**src/rtl/morra_pkg.sv**
```systemverilog
// morra_pkg: shared types and default sizes for the MorraCinese scoreboard.
//   result_e   : round/match result code as produced by the game core.
//   sb_state_e : scoreboard control state.
//   DEF_*      : default parameter values used by the scoreboard and bench.
package morra_pkg;

  typedef enum logic [1:0] {
    NONE = 2'b00,
    P1   = 2'b01,
    P2   = 2'b10,
    DRAW = 2'b11
  } result_e;

  typedef enum logic [1:0] {
    IDLE = 2'b00,
    PLAY = 2'b01,
    DONE = 2'b10
  } sb_state_e;

  localparam int DEF_HIST_DEPTH = 8;
  localparam int DEF_CNT_W      = 8;
  localparam int DEF_ROUND_W    = 4;

endpackage

```
**src/rtl/morra_scoreboard_if.sv**
```systemverilog
// morra_scoreboard_if: bundles the game-core inputs, tally outputs and the
// history drain port of the scoreboard.
//   master : game core / display side (drives inizia, manche, partita, hist_pop)
//   slave  : scoreboard (drives tallies, match_done, last_winner, hist_*)
interface morra_scoreboard_if
  import morra_pkg::*;
#(
  parameter int ROUND_W = DEF_ROUND_W,
  parameter int CNT_W   = DEF_CNT_W
);

  logic               inizia;
  logic [1:0]         manche;
  logic [1:0]         partita;
  logic [ROUND_W-1:0] rounds_played;
  logic [ROUND_W-1:0] p1_rounds;
  logic [ROUND_W-1:0] p2_rounds;
  logic [CNT_W-1:0]   p1_matches;
  logic [CNT_W-1:0]   p2_matches;
  logic [CNT_W-1:0]   draw_matches;
  logic               match_done;
  logic [1:0]         last_winner;
  logic               hist_valid;
  logic [1:0]         hist_data;
  logic               hist_pop;
  logic               hist_ovf;

  modport master (
    output inizia, manche, partita, hist_pop,
    input  rounds_played, p1_rounds, p2_rounds,
    input  p1_matches, p2_matches, draw_matches,
    input  match_done, last_winner, hist_valid, hist_data, hist_ovf
  );

  modport slave (
    input  inizia, manche, partita, hist_pop,
    output rounds_played, p1_rounds, p2_rounds,
    output p1_matches, p2_matches, draw_matches,
    output match_done, last_winner, hist_valid, hist_data, hist_ovf
  );

endinterface

```
**src/rtl/morra_hist_fifo.sv**
```systemverilog
// morra_hist_fifo: circular history of round codes with overwrite-on-full.
//   clk, rst_n : clock, synchronous active-low reset
//   push, push_data : store a round code (overwrites the oldest when full)
//   pop        : consume the oldest entry (ignored when empty)
//   flush      : empty the buffer and clear ovf (wins over push/pop)
//   valid      : buffer not empty
//   data       : oldest entry, show-ahead; 00 when empty
//   ovf        : sticky, an entry was overwritten since the last flush/reset
module morra_hist_fifo
  import morra_pkg::*;
#(
  parameter int DEPTH = DEF_HIST_DEPTH
) (
  input  logic       clk,
  input  logic       rst_n,
  input  logic       push,
  input  logic [1:0] push_data,
  input  logic       pop,
  input  logic       flush,
  output logic       valid,
  output logic [1:0] data,
  output logic       ovf
);

  localparam int AW = (DEPTH > 1) ? $clog2(DEPTH) : 1;
  localparam logic [AW:0] FULL_CNT = (AW+1)'(DEPTH);

  logic [1:0]    mem [DEPTH];
  logic [AW-1:0] head_q;
  logic [AW-1:0] tail_q;
  logic [AW:0]   count_q;
  logic          ovf_q;

  logic do_pop;
  logic full;

  // A pop on an empty buffer never happens, even when a push arrives in the
  // same cycle: the pushed code only becomes visible on the next cycle.
  always_comb begin
    full   = (count_q == FULL_CNT);
    do_pop = pop && (count_q != '0);
  end

  // Storage is pure data: it is never reset, validity comes from count_q.
  always_ff @(posedge clk) begin
    if (push && !flush) begin
      mem[tail_q] <= push_data;
    end
  end

  always_ff @(posedge clk) begin
    if (!rst_n || flush) begin
      head_q  <= '0;
      tail_q  <= '0;
      count_q <= '0;
      ovf_q   <= 1'b0;
    end else begin
      if (push) begin
        tail_q <= tail_q + 1'b1;
      end
      if (push && !do_pop) begin
        if (full) begin
          // Overwrite: the oldest entry is dropped by advancing head.
          head_q <= head_q + 1'b1;
          ovf_q  <= 1'b1;
        end else begin
          count_q <= count_q + 1'b1;
        end
      end else if (do_pop && !push) begin
        head_q  <= head_q + 1'b1;
        count_q <= count_q - 1'b1;
      end else if (do_pop && push) begin
        head_q <= head_q + 1'b1;
      end
    end
  end

  always_comb begin
    valid = (count_q != '0);
    data  = valid ? mem[head_q] : 2'b00;
    ovf   = ovf_q;
  end

endmodule

```
**src/rtl/morra_scoreboard.sv**
```systemverilog
// morra_scoreboard: per-match and cumulative tallies of the MorraCinese game.
//   clk, rst_n : clock, synchronous active-low reset
//   bus.slave  : inizia/manche/partita from the game core, hist_pop from the
//                display side; tallies, match_done, last_winner and the
//                history drain (hist_valid/hist_data/hist_ovf) back out.
// Round counters are ROUND_W wide, match tallies CNT_W wide; all saturate.
module morra_scoreboard
  import morra_pkg::*;
#(
  parameter int HIST_DEPTH = DEF_HIST_DEPTH,
  parameter int CNT_W      = DEF_CNT_W,
  parameter int ROUND_W    = DEF_ROUND_W
) (
  input  logic              clk,
  input  logic              rst_n,
  morra_scoreboard_if.slave bus
);

  sb_state_e state_q;
  sb_state_e state_d;

  logic round_ok;
  logic close;

  logic [ROUND_W-1:0] rounds_q;
  logic [ROUND_W-1:0] p1r_q;
  logic [ROUND_W-1:0] p2r_q;
  logic [CNT_W-1:0]   p1m_q;
  logic [CNT_W-1:0]   p2m_q;
  logic [CNT_W-1:0]   drm_q;
  logic               done_q;
  logic [1:0]         last_q;

  function automatic logic [ROUND_W-1:0] sat_round(input logic [ROUND_W-1:0] v);
    return (&v) ? v : v + 1'b1;
  endfunction

  function automatic logic [CNT_W-1:0] sat_cnt(input logic [CNT_W-1:0] v);
    return (&v) ? v : v + 1'b1;
  endfunction

  always_ff @(posedge clk) begin
    if (!rst_n) begin
      state_q <= IDLE;
    end else begin
      state_q <= state_d;
    end
  end

  // inizia dominates: any manche/partita seen alongside it is dropped.
  always_comb begin
    state_d  = state_q;
    round_ok = 1'b0;
    close    = 1'b0;
    if (bus.inizia) begin
      state_d = PLAY;
    end else if (state_q == PLAY) begin
      round_ok = (bus.manche != NONE);
      close    = (bus.partita != NONE);
      if (close) begin
        state_d = DONE;
      end
    end
  end

  // Round and match tallies, one edge after the qualifying input.
  always_ff @(posedge clk) begin
    if (!rst_n) begin
      rounds_q <= '0;
      p1r_q    <= '0;
      p2r_q    <= '0;
      p1m_q    <= '0;
      p2m_q    <= '0;
      drm_q    <= '0;
      done_q   <= 1'b0;
      last_q   <= 2'b00;
    end else begin
      done_q <= close;
      if (bus.inizia) begin
        rounds_q <= '0;
        p1r_q    <= '0;
        p2r_q    <= '0;
      end else begin
        if (round_ok) begin
          rounds_q <= sat_round(rounds_q);
          case (bus.manche)
            P1:      p1r_q <= sat_round(p1r_q);
            P2:      p2r_q <= sat_round(p2r_q);
            default: ;
          endcase
        end
        if (close) begin
          last_q <= bus.partita;
          case (bus.partita)
            P1:      p1m_q <= sat_cnt(p1m_q);
            P2:      p2m_q <= sat_cnt(p2m_q);
            DRAW:    drm_q <= sat_cnt(drm_q);
            default: ;
          endcase
        end
      end
    end
  end

  morra_hist_fifo #(
    .DEPTH (HIST_DEPTH)
  ) u_hist (
    .clk       (clk),
    .rst_n     (rst_n),
    .push      (round_ok),
    .push_data (bus.manche),
    .pop       (bus.hist_pop),
    .flush     (bus.inizia),
    .valid     (bus.hist_valid),
    .data      (bus.hist_data),
    .ovf       (bus.hist_ovf)
  );

  always_comb begin
    bus.rounds_played = rounds_q;
    bus.p1_rounds     = p1r_q;
    bus.p2_rounds     = p2r_q;
    bus.p1_matches    = p1m_q;
    bus.p2_matches    = p2m_q;
    bus.draw_matches  = drm_q;
    bus.match_done    = done_q;
    bus.last_winner   = last_q;
  end

endmodule
```
**src/flat_wrapper.sv**
```systemverilog
// flat-port wrapper written by rule: the top's interface ports become plain ports
module morra_scoreboard_flat import morra_pkg::*;
#(
  parameter int HIST_DEPTH = DEF_HIST_DEPTH,
  parameter int CNT_W      = DEF_CNT_W,
  parameter int ROUND_W    = DEF_ROUND_W
)
  (clk, rst_n, bus_inizia, bus_manche, bus_partita, bus_hist_pop, bus_rounds_played, bus_p1_rounds, bus_p2_rounds, bus_p1_matches, bus_p2_matches, bus_draw_matches, bus_match_done, bus_last_winner, bus_hist_valid, bus_hist_data, bus_hist_ovf);
  morra_scoreboard_if #(.ROUND_W(ROUND_W), .CNT_W(CNT_W)) bus_i ();
  input  logic clk;
  input  logic rst_n;
  input wire logic [$bits(bus_i.inizia)-1:0] bus_inizia;
  input wire logic [$bits(bus_i.manche)-1:0] bus_manche;
  input wire logic [$bits(bus_i.partita)-1:0] bus_partita;
  input wire logic [$bits(bus_i.hist_pop)-1:0] bus_hist_pop;
  output wire logic [$bits(bus_i.rounds_played)-1:0] bus_rounds_played;
  output wire logic [$bits(bus_i.p1_rounds)-1:0] bus_p1_rounds;
  output wire logic [$bits(bus_i.p2_rounds)-1:0] bus_p2_rounds;
  output wire logic [$bits(bus_i.p1_matches)-1:0] bus_p1_matches;
  output wire logic [$bits(bus_i.p2_matches)-1:0] bus_p2_matches;
  output wire logic [$bits(bus_i.draw_matches)-1:0] bus_draw_matches;
  output wire logic [$bits(bus_i.match_done)-1:0] bus_match_done;
  output wire logic [$bits(bus_i.last_winner)-1:0] bus_last_winner;
  output wire logic [$bits(bus_i.hist_valid)-1:0] bus_hist_valid;
  output wire logic [$bits(bus_i.hist_data)-1:0] bus_hist_data;
  output wire logic [$bits(bus_i.hist_ovf)-1:0] bus_hist_ovf;
  assign bus_i.inizia = bus_inizia;
  assign bus_i.manche = bus_manche;
  assign bus_i.partita = bus_partita;
  assign bus_i.hist_pop = bus_hist_pop;
  assign bus_rounds_played = bus_i.rounds_played;
  assign bus_p1_rounds = bus_i.p1_rounds;
  assign bus_p2_rounds = bus_i.p2_rounds;
  assign bus_p1_matches = bus_i.p1_matches;
  assign bus_p2_matches = bus_i.p2_matches;
  assign bus_draw_matches = bus_i.draw_matches;
  assign bus_match_done = bus_i.match_done;
  assign bus_last_winner = bus_i.last_winner;
  assign bus_hist_valid = bus_i.hist_valid;
  assign bus_hist_data = bus_i.hist_data;
  assign bus_hist_ovf = bus_i.hist_ovf;
  morra_scoreboard #(.HIST_DEPTH(HIST_DEPTH), .CNT_W(CNT_W), .ROUND_W(ROUND_W)) u_core (.clk(clk), .rst_n(rst_n), .bus(bus_i));
endmodule
```
**config.mk**
```make
export PLATFORM = sky130hd
export DESIGN_NAME = morra_scoreboard_flat
export DESIGN_NICKNAME = d
export VERILOG_FILES = /design/src/rtl/morra_pkg.sv /design/src/rtl/morra_scoreboard_if.sv /design/src/rtl/morra_hist_fifo.sv /design/src/rtl/morra_scoreboard.sv /design/src/flat_wrapper.sv
export SDC_FILE = /design/constraint.sdc
export NUM_CORES = 1
export LEC_CHECK = 0
export ABC_AREA = 1
export CAP_MARGIN = 20
export CORE_AREA = 2 2 90 92
export CTS_BUF_LIST = sky130_fd_sc_hd__clkbuf_4
export DETAILED_ROUTE_END_ITERATION = 8
export DIE_AREA = 0 0 92 94
export PLACE_DENSITY_LB_ADDON = 0.2
export SYNTH_ARGS = -nofsm -noshare
export SYNTH_HDL_FRONTEND = slang
export SYNTH_SLANG_ARGS = --single-unit
```
**constraint.sdc**
```tcl
create_clock -name clk -period 2.4 [get_ports clk]
set_clock_uncertainty 0.2 [all_clocks]
set_input_delay 0.24 -clock clk [delete_from_list [all_inputs] [get_ports clk]]
set_output_delay 0.24 -clock clk [all_outputs]
set_load 0.01 [all_outputs]
```
==> results_dict.tcl, run 1 <==
set metrics [dict create \
    postSynthCellCount 423 \
    overflow 0 \
    dieWidth_microns 92 \
    synth_cell_types 31 \
    drc_errors 0 \
    clock_power_share_pct 30.2 \
    n_fill_cell 721 \
    ys_ff_latch 71 \
    period_share_pct 89.3 \
    maxSlewHeadroom_pct 67.6 \
    routed_via_density 4.82 \
    ir_drop_uv 222 \
    synth_top_area_share_pct 32.9 \
    max_freq_mhz 467 \
    setup_violations 0 \
    worst_slew_pin_slew_ns 0.485 \
    cp_max_fo 6 \
    drtPass1Iterations 4 \
    io_pins 51 \
    combPwrFrac_pct 9.8 \
    start_util_pct 44.0 \
    cp_slowest_cell "dfxtp_1" \
    cts.sinks 71 \
    dieHeight_microns 94 \
    drt_iter0_drc 91 \
    crit_family "simple AND/OR/NAND/NOR gates" \
    drtAntennaViolNets 0 \
    rsz0062_at_grt "false" \
    cp.arrival_ns 2.24 \
    synth_warnings 0 \
    diodes 0 \
    cts_root_buf "clkbuf_4" \
    critPathLaunchType "flip-flop" \
    crit_chain "nor2_2, nand2_2, nand2_4, nand2_4, ha_1, nand2_1, nand2_1, nor2_1, nand3_1, nand2_1, nor2_1, nor2_1, nor2_1" \
    hold_slack_ns 0.275 \
    endpoint_kind "flip-flop" \
    cpMostUsedCell "nor2_1" \
    status "finished clean" \
    drv_cap 0 \
    p_leak_nw 1.58 \
    area_delta_synth_final_pct 23.1 \
    coreArea_sq_um 7610 \
    cts.clk_slew.worst_paths_ns 0.10 \
    antenna_found_initial 0 \
    final.min_clock_period_ns 2.14 \
    yosysSeqAreaShare_pct 47.3 \
    grt_pass1_wl_mm 12.0 \
    hold_violations 0 \
    slew_violations 0 \
    p_switching_mw 0.514 \
    slowest_delay_ns 0.38 \
    cts_made_buffers 9 \
    route.detailed.wl_per_inst_microns 11.9 \
    dieArea_sq_um 8650 \
    intPower_mw 1.57 \
    required_ns 2.50 \
    syn-num-nets 442 \
    layout-drive-gt1-share_pct 9.16 \
    r2r_setup_slack_ns 0.26 \
    cts_buffer_depth 2 \
    route.vias.total 2860 \
    portBuffers 50 \
    dp_hpwl_mm 5.15 \
    powerDensity_nw_per_um2 505 \
    worstSetupPathType "flip-flop to flip-flop" \
    seqPwrFrac_pct 60.0 \
    yosys.area.top_type "dfxtp_1" \
    grt_max_degree 18 \
    first_global_vias 2769 \
    synth.area.top_cells "dfxtp_1, edfxtp_1, nand2_1, nor2_1, a21oi_1" \
    p_total_mw 2.08 \
    synth.cell_area_sq_um 3350 \
    path_buf_inv 0 \
    clkLatencyLatePin_ns 0.40 \
    nNetsFinal 506 \
    wl_mm 7.08 \
    hp-class "flip-flop to flip-flop" \
    syn_avg_cell_area_sq_um 7.91 \
    grt_use_total_pct 17.3 \
    routabilityCongestion 0.803 \
    rows 32 \
    sw_frac_of_total_pct 24.7 \
    cts_tree "yes" \
    ctsHoldBuffers 0 \
    htreeDepth 3 \
]
## layer usage
layer / part of all wire, % / vias up / wire, microns / track usage (%)
li1: - / 1506 / - / -
met1: 47 / 1291 / 3300 / 21.4
met2: 48 / 54 / 3400 / 29.4
met3: 3.9 / 9 / 277 / 3.61
met4: 1.4 / 0 / 100 / 7.46
met5: 0 / - / 0 / 0
## kinds of logic after synthesis
| family | share of synthesized area (%) |
|---|---|
| and+or+nand+nor | 25.4 |
| AOI/OAI and AO/OA | 11.4 |
| DFF | 47.3 |
| buffers and inverters | 7.14 |
| xor gates and xnor gates | 4.45 |
| adders and majority gates | 4.34 |
## flip-flops by register name, summed over array words and instances (netlist names), 2 cells and up, named ones only
name,flops
u_core.bus.p1_rounds,4
u_core.bus.p2_matches,8
u_core.state_q,2
u_core.bus.p2_rounds,4
u_core.bus.p1_matches,8
u_core.u_hist.count_q,4
u_core.u_hist.mem,16
u_core.bus.draw_matches,8
u_core.u_hist.head_q,3
u_core.bus.last_winner,2
u_core.u_hist.tail_q,3
u_core.bus.rounds_played,4
## what timing repair did
action / CTS / global route
gates resized for setup: 5 / 4
endpoints found under the setup margin: 2 / 2
endpoints found under the hold margin: 0 / 0
buffers inserted: 2 / 0
## cell type report
| cell class | instances | area (sq um) | share of cell area (%) |
|---|---|---|---|
| sequential | 71 | 1590 | 38.5 |
| multi-input combinational | 296 | 1530 | 37.1 |
| timing repair buffer | 61 | 588 | 14.3 |
| inverter | 48 | 184 | 4.47 |
| tap | 102 | 128 | 3.10 |
| clock buffer | 13 | 97.6 | 2.37 |
| clock inverter | 2 | 8.76 | 0.213 |
## path summary, 6_finish.rpt
kind | startpoint | endpoint | depth (start not counted)
setup reg to reg | u_core.u_hist.count_q[0]$_SDFFE_PP0P_ | u_core.u_hist.count_q[3]$_SDFFE_PP0P_ | 13
hold reg to reg | u_core.u_hist.ovf$_SDFFE_PP0P_ | u_core.u_hist.ovf$_SDFFE_PP0P_ | 1
setup / recovery | u_core.u_hist.count_q[0]$_SDFFE_PP0P_ | u_core.u_hist.count_q[3]$_SDFFE_PP0P_ | 13
hold / removal | u_core.u_hist.ovf$_SDFFE_PP0P_ | u_core.u_hist.ovf$_SDFFE_PP0P_ | 1
## cell usage in the layout (no fill, tap or decap), types with 6 or more instances in the layout
cell and instances:
dfxtp_1 53, ha_1 10, edfxtp_1 16, buf_4 11
clkbuf_4 13, a21oi_1 36, nor2_1 64, nand3_1 24
inv_1 44, nor3_1 9, clkdlybuf4s50_1 48, nand2_2 6
o21ai_0 24, nand4_1 6, xor2_1 12, nand2_1 79
## synth_stat cells, drive strengths merged
| cell | number |
|---|---|
| a21oi | 36 |
| o22ai | 1 |
| edfxtp | 16 |
| ha | 10 |
| fa | 1 |
| nand2 | 87 |
| o21a | 1 |
| nand4 | 6 |
| dfxtp | 55 |
| xor2 | 12 |
| o32ai | 2 |
| nand2b | 1 |
| nand3 | 24 |
| nor3b | 2 |
| xnor2 | 5 |
| buf | 6 |
| o21ai | 31 |
| clkinv | 1 |
| nor2 | 67 |
| clkbuf | 2 |
| or2 | 1 |
| nor3 | 9 |
| inv | 47 |
## stage by stage
step	TNS (ns)	instances	worst slack, ns	instance area, sq um	utilization [%]
after global placement	0	576	0.0853	3980	52.4
after floorplan	0	423	0.438	3350	-
after detailed placement	-0.0108	576	-0.0108	3980	52.4
final	0	593	0.257	4120	54.1
after CTS	0	593	0.0170	4110	54.1
after global routing	0	593	0.0434	4120	54.1
## power by group through the flow
stage	Clock, mW	Sequential [mW]	Combinational [mW]
2_1_floorplan	0	1.28	0.120
3_3_place_gp	0	1.28	0.196
3_5_place_dp	0	1.28	0.201
4_1_cts	0.657	1.25	0.206
5_1_grt	0.699	1.25	0.230
6_report	0.629	1.25	0.203
Note: power is estimated with default switching activity, not from simulation.
==> inputs of run 2 (changes only) <==
--- a/config.mk
+++ b/config.mk
@@ -7,10 +7,10 @@
 export LEC_CHECK = 0
 export ABC_AREA = 1
 export CAP_MARGIN = 20
-export CORE_AREA = 2 2 90 92
+export CORE_AREA = 3 3 91 93
 export CTS_BUF_LIST = sky130_fd_sc_hd__clkbuf_4
 export DETAILED_ROUTE_END_ITERATION = 8
-export DIE_AREA = 0 0 92 94
+export DIE_AREA = 0 0 94 96
 export PLACE_DENSITY_LB_ADDON = 0.2
 export SYNTH_ARGS = -nofsm -noshare
 export SYNTH_HDL_FRONTEND = slang
==> run 2 against run 1 <==
Compared with the run above:
- sequential power hardly changed
- die area rose by 4.3%
- total power rose by 4.5%
- sequential share of layout area shrank 0.27 points
- critical endpoint unchanged
- routed wire length fell by 2.4%
- largest cell class unchanged
- highest routed layer unchanged
==> results_dict.tcl, run 2 (same netlist as run 1, synthesis figures left out) <==
set metrics [dict create \
    status "finished clean" \
    slew_violations 0 \
    wl_mm 6.91 \
    drtPass1Iterations 4 \
    routed_via_density 4.90 \
    route.vias.total 2906 \
    hp-class "flip-flop to flip-flop" \
    clkLatencyLatePin_ns 0.39 \
    max_freq_mhz 470 \
    drt_iter0_drc 65 \
    ff_latch_area_sq_um 1590 \
    n_fill_cell 727 \
    overflow 0 \
    final.min_clock_period_ns 2.13 \
    cts_made_buffers 9 \
    drc_errors 0 \
    dieArea_sq_um 9020 \
    layout-drive-gt1-share_pct 9.57 \
    setup_violations 0 \
    grt_use_total_pct 16.2 \
    ff2ff_path_depth 13 \
    cts.clk_slew.worst_paths_ns 0.11 \
    ir_drop_uv 270 \
    ctsHoldBuffers 0 \
    rr_endpoint "u_core.u_hist.count_q[3]$_SDFFE_PP0P_" \
    first_global_vias 2733 \
    start_util_pct 44.0 \
    min_from "u_core.u_hist.ovf$_SDFFE_PP0P_" \
    sw_frac_of_total_pct 24.1 \
    nNetsFinal 505 \
    p_leak_nw 1.60 \
    crit_path_end "u_core.u_hist.count_q[3]$_SDFFE_PP0P_" \
    clock_power_share_pct 33.3 \
    powerDensity_nw_per_um2 524 \
    dieHeight_microns 96 \
    period_share_pct 88.7 \
    final_cell_mix "nand2_1, nor2_1, dfxtp_1, clkdlybuf4s50_1, inv_1" \
    coreArea_sq_um 7610 \
    cts.sinks 71 \
    endpoint_kind "flip-flop" \
    io_pins 51 \
    rsz0062_at_grt "false" \
    tns_ns 0 \
    critPathLaunchType "flip-flop" \
    cp.arrival_ns 2.23 \
    multi_input_area_sq_um 1540 \
    seqPwrFrac_pct 57.5 \
    pre_cts_slack_ns 0.0353 \
    portBuffers 50 \
    htreeDepth 3 \
    dp_hpwl_mm 5.14 \
    area_delta_synth_final_pct 23.9 \
    routabilityCongestion 0.776 \
    drtAntennaViolNets 0 \
    drv_cap 0 \
    hold_violations 0 \
    required_ns 2.50 \
    diodes 0 \
    post-cts-setup-buffer-count 0 \
    worstSetupPathType "flip-flop to flip-flop" \
    critPathLaunch "u_core.u_hist.count_q[0]$_SDFFE_PP0P_" \
    intPower_mw 1.65 \
    largest_register_ffs 16 \
    worst_slack_ns 0.271 \
    r2r_setup_slack_ns 0.27 \
    top_register "u_core.u_hist.mem" \
    grt_pass1_wl_mm 11.7 \
    cp_max_fo 6 \
    layout_commonest_cell "nand2_1" \
    cts_buffer_depth 2 \
    maxSlewHeadroom_pct 67.6 \
    rows 32 \
    timing.rr.start "u_core.u_hist.count_q[0]$_SDFFE_PP0P_" \
    cts_root_buf "clkbuf_4" \
    antenna_found_initial 0 \
    worst_slew_pin_slew_ns 0.485 \
    dieWidth_microns 94 \
    route.detailed.wl_per_inst_microns 11.6 \
    p_total_mw 2.17 \
    grt_max_degree 18 \
    cts_tree "yes" \
    combPwrFrac_pct 9.3 \
    p_switching_mw 0.524 \
]
## run 2: changes by cell type in the layout (fill, tap and decap cells not counted), moves of 2 or more
cell and delta:
clkinv_2 +2, clkbuf_4 -2, o32ai_2 +2, o32ai_1 -2
## run 2: final cells by class
class	instances	area share, %
clock buffers	11	1.99
well taps	102	3.08
inverters	48	4.34
multi-input cells	296	37.2
clock inverters	5	1.18
flip-flops and latches	71	38.3
repair buffers	60	14.0
## run 2: routing by layer
metal	vias to the layer above	share of wire, %	global-route usage (%)
li1	1512	-	-
met1	1342	47	20.1
met2	42	48	26.8
met3	10	3.5	4.14
met4	0	1.4	6.86
met5	-	0	0
## run 2: critical path, cell delays in order, from the launching register on
cell and delay [ns]:
dfxtp_1 0.38, nor2_2 0.18, nand2_2 0.12, nand2_4 0.12, nand2_4 0.07, ha_1 0.34
nand2_1 0.08, nand2_1 0.04, nor2_1 0.13, nand3_1 0.12, nand2_1 0.08, nor2_1 0.04
nor2_1 0.08, nor2_1 0.05
## run 2: through the flow
stage	area [sq um]	hold WS, ns	util [%]	std cells
final	4150	0.275	54.5	593
after global routing	4150	0.314	54.5	593
after floorplan	3350	0.139	-	423
after detailed placement	3990	0.259	52.5	577
after global placement	3990	0.251	52.5	577
after CTS	4120	0.282	54.2	593
## run 2: worst min-delay path by stage
stage	cells past startpoint	slack, ns	endpoint
floorplan	0	0.14	u_core.u_hist.mem[0][0]$_DFFE_PP_
global placement	1	0.25	u_core.u_hist.ovf$_SDFFE_PP0P_
detailed placement	1	0.26	u_core.u_hist.ovf$_SDFFE_PP0P_
CTS	1	0.28	u_core.u_hist.ovf$_SDFFE_PP0P_
global route	2	0.31	u_core.bus.p2_rounds[1]$_SDFFE_PP0P_
finish	1	0.27	u_core.u_hist.ovf$_SDFFE_PP0P_
## run 2: power groups by stage
stage          logic [mW]  clock network [mW]  registers, mW
3_5_place_dp        0.201                   0           1.28
6_report            0.202               0.723           1.25
3_3_place_gp        0.198                   0           1.28
5_1_grt             0.228               0.803           1.25
2_1_floorplan       0.120                   0           1.28
4_1_cts             0.202               0.746           1.25
## run 2: timing repair
item	CTS	global route
endpoints found under the setup margin	2	2
resized for setup	2	9
pin swaps	0	0
endpoints found under the hold margin	0	0
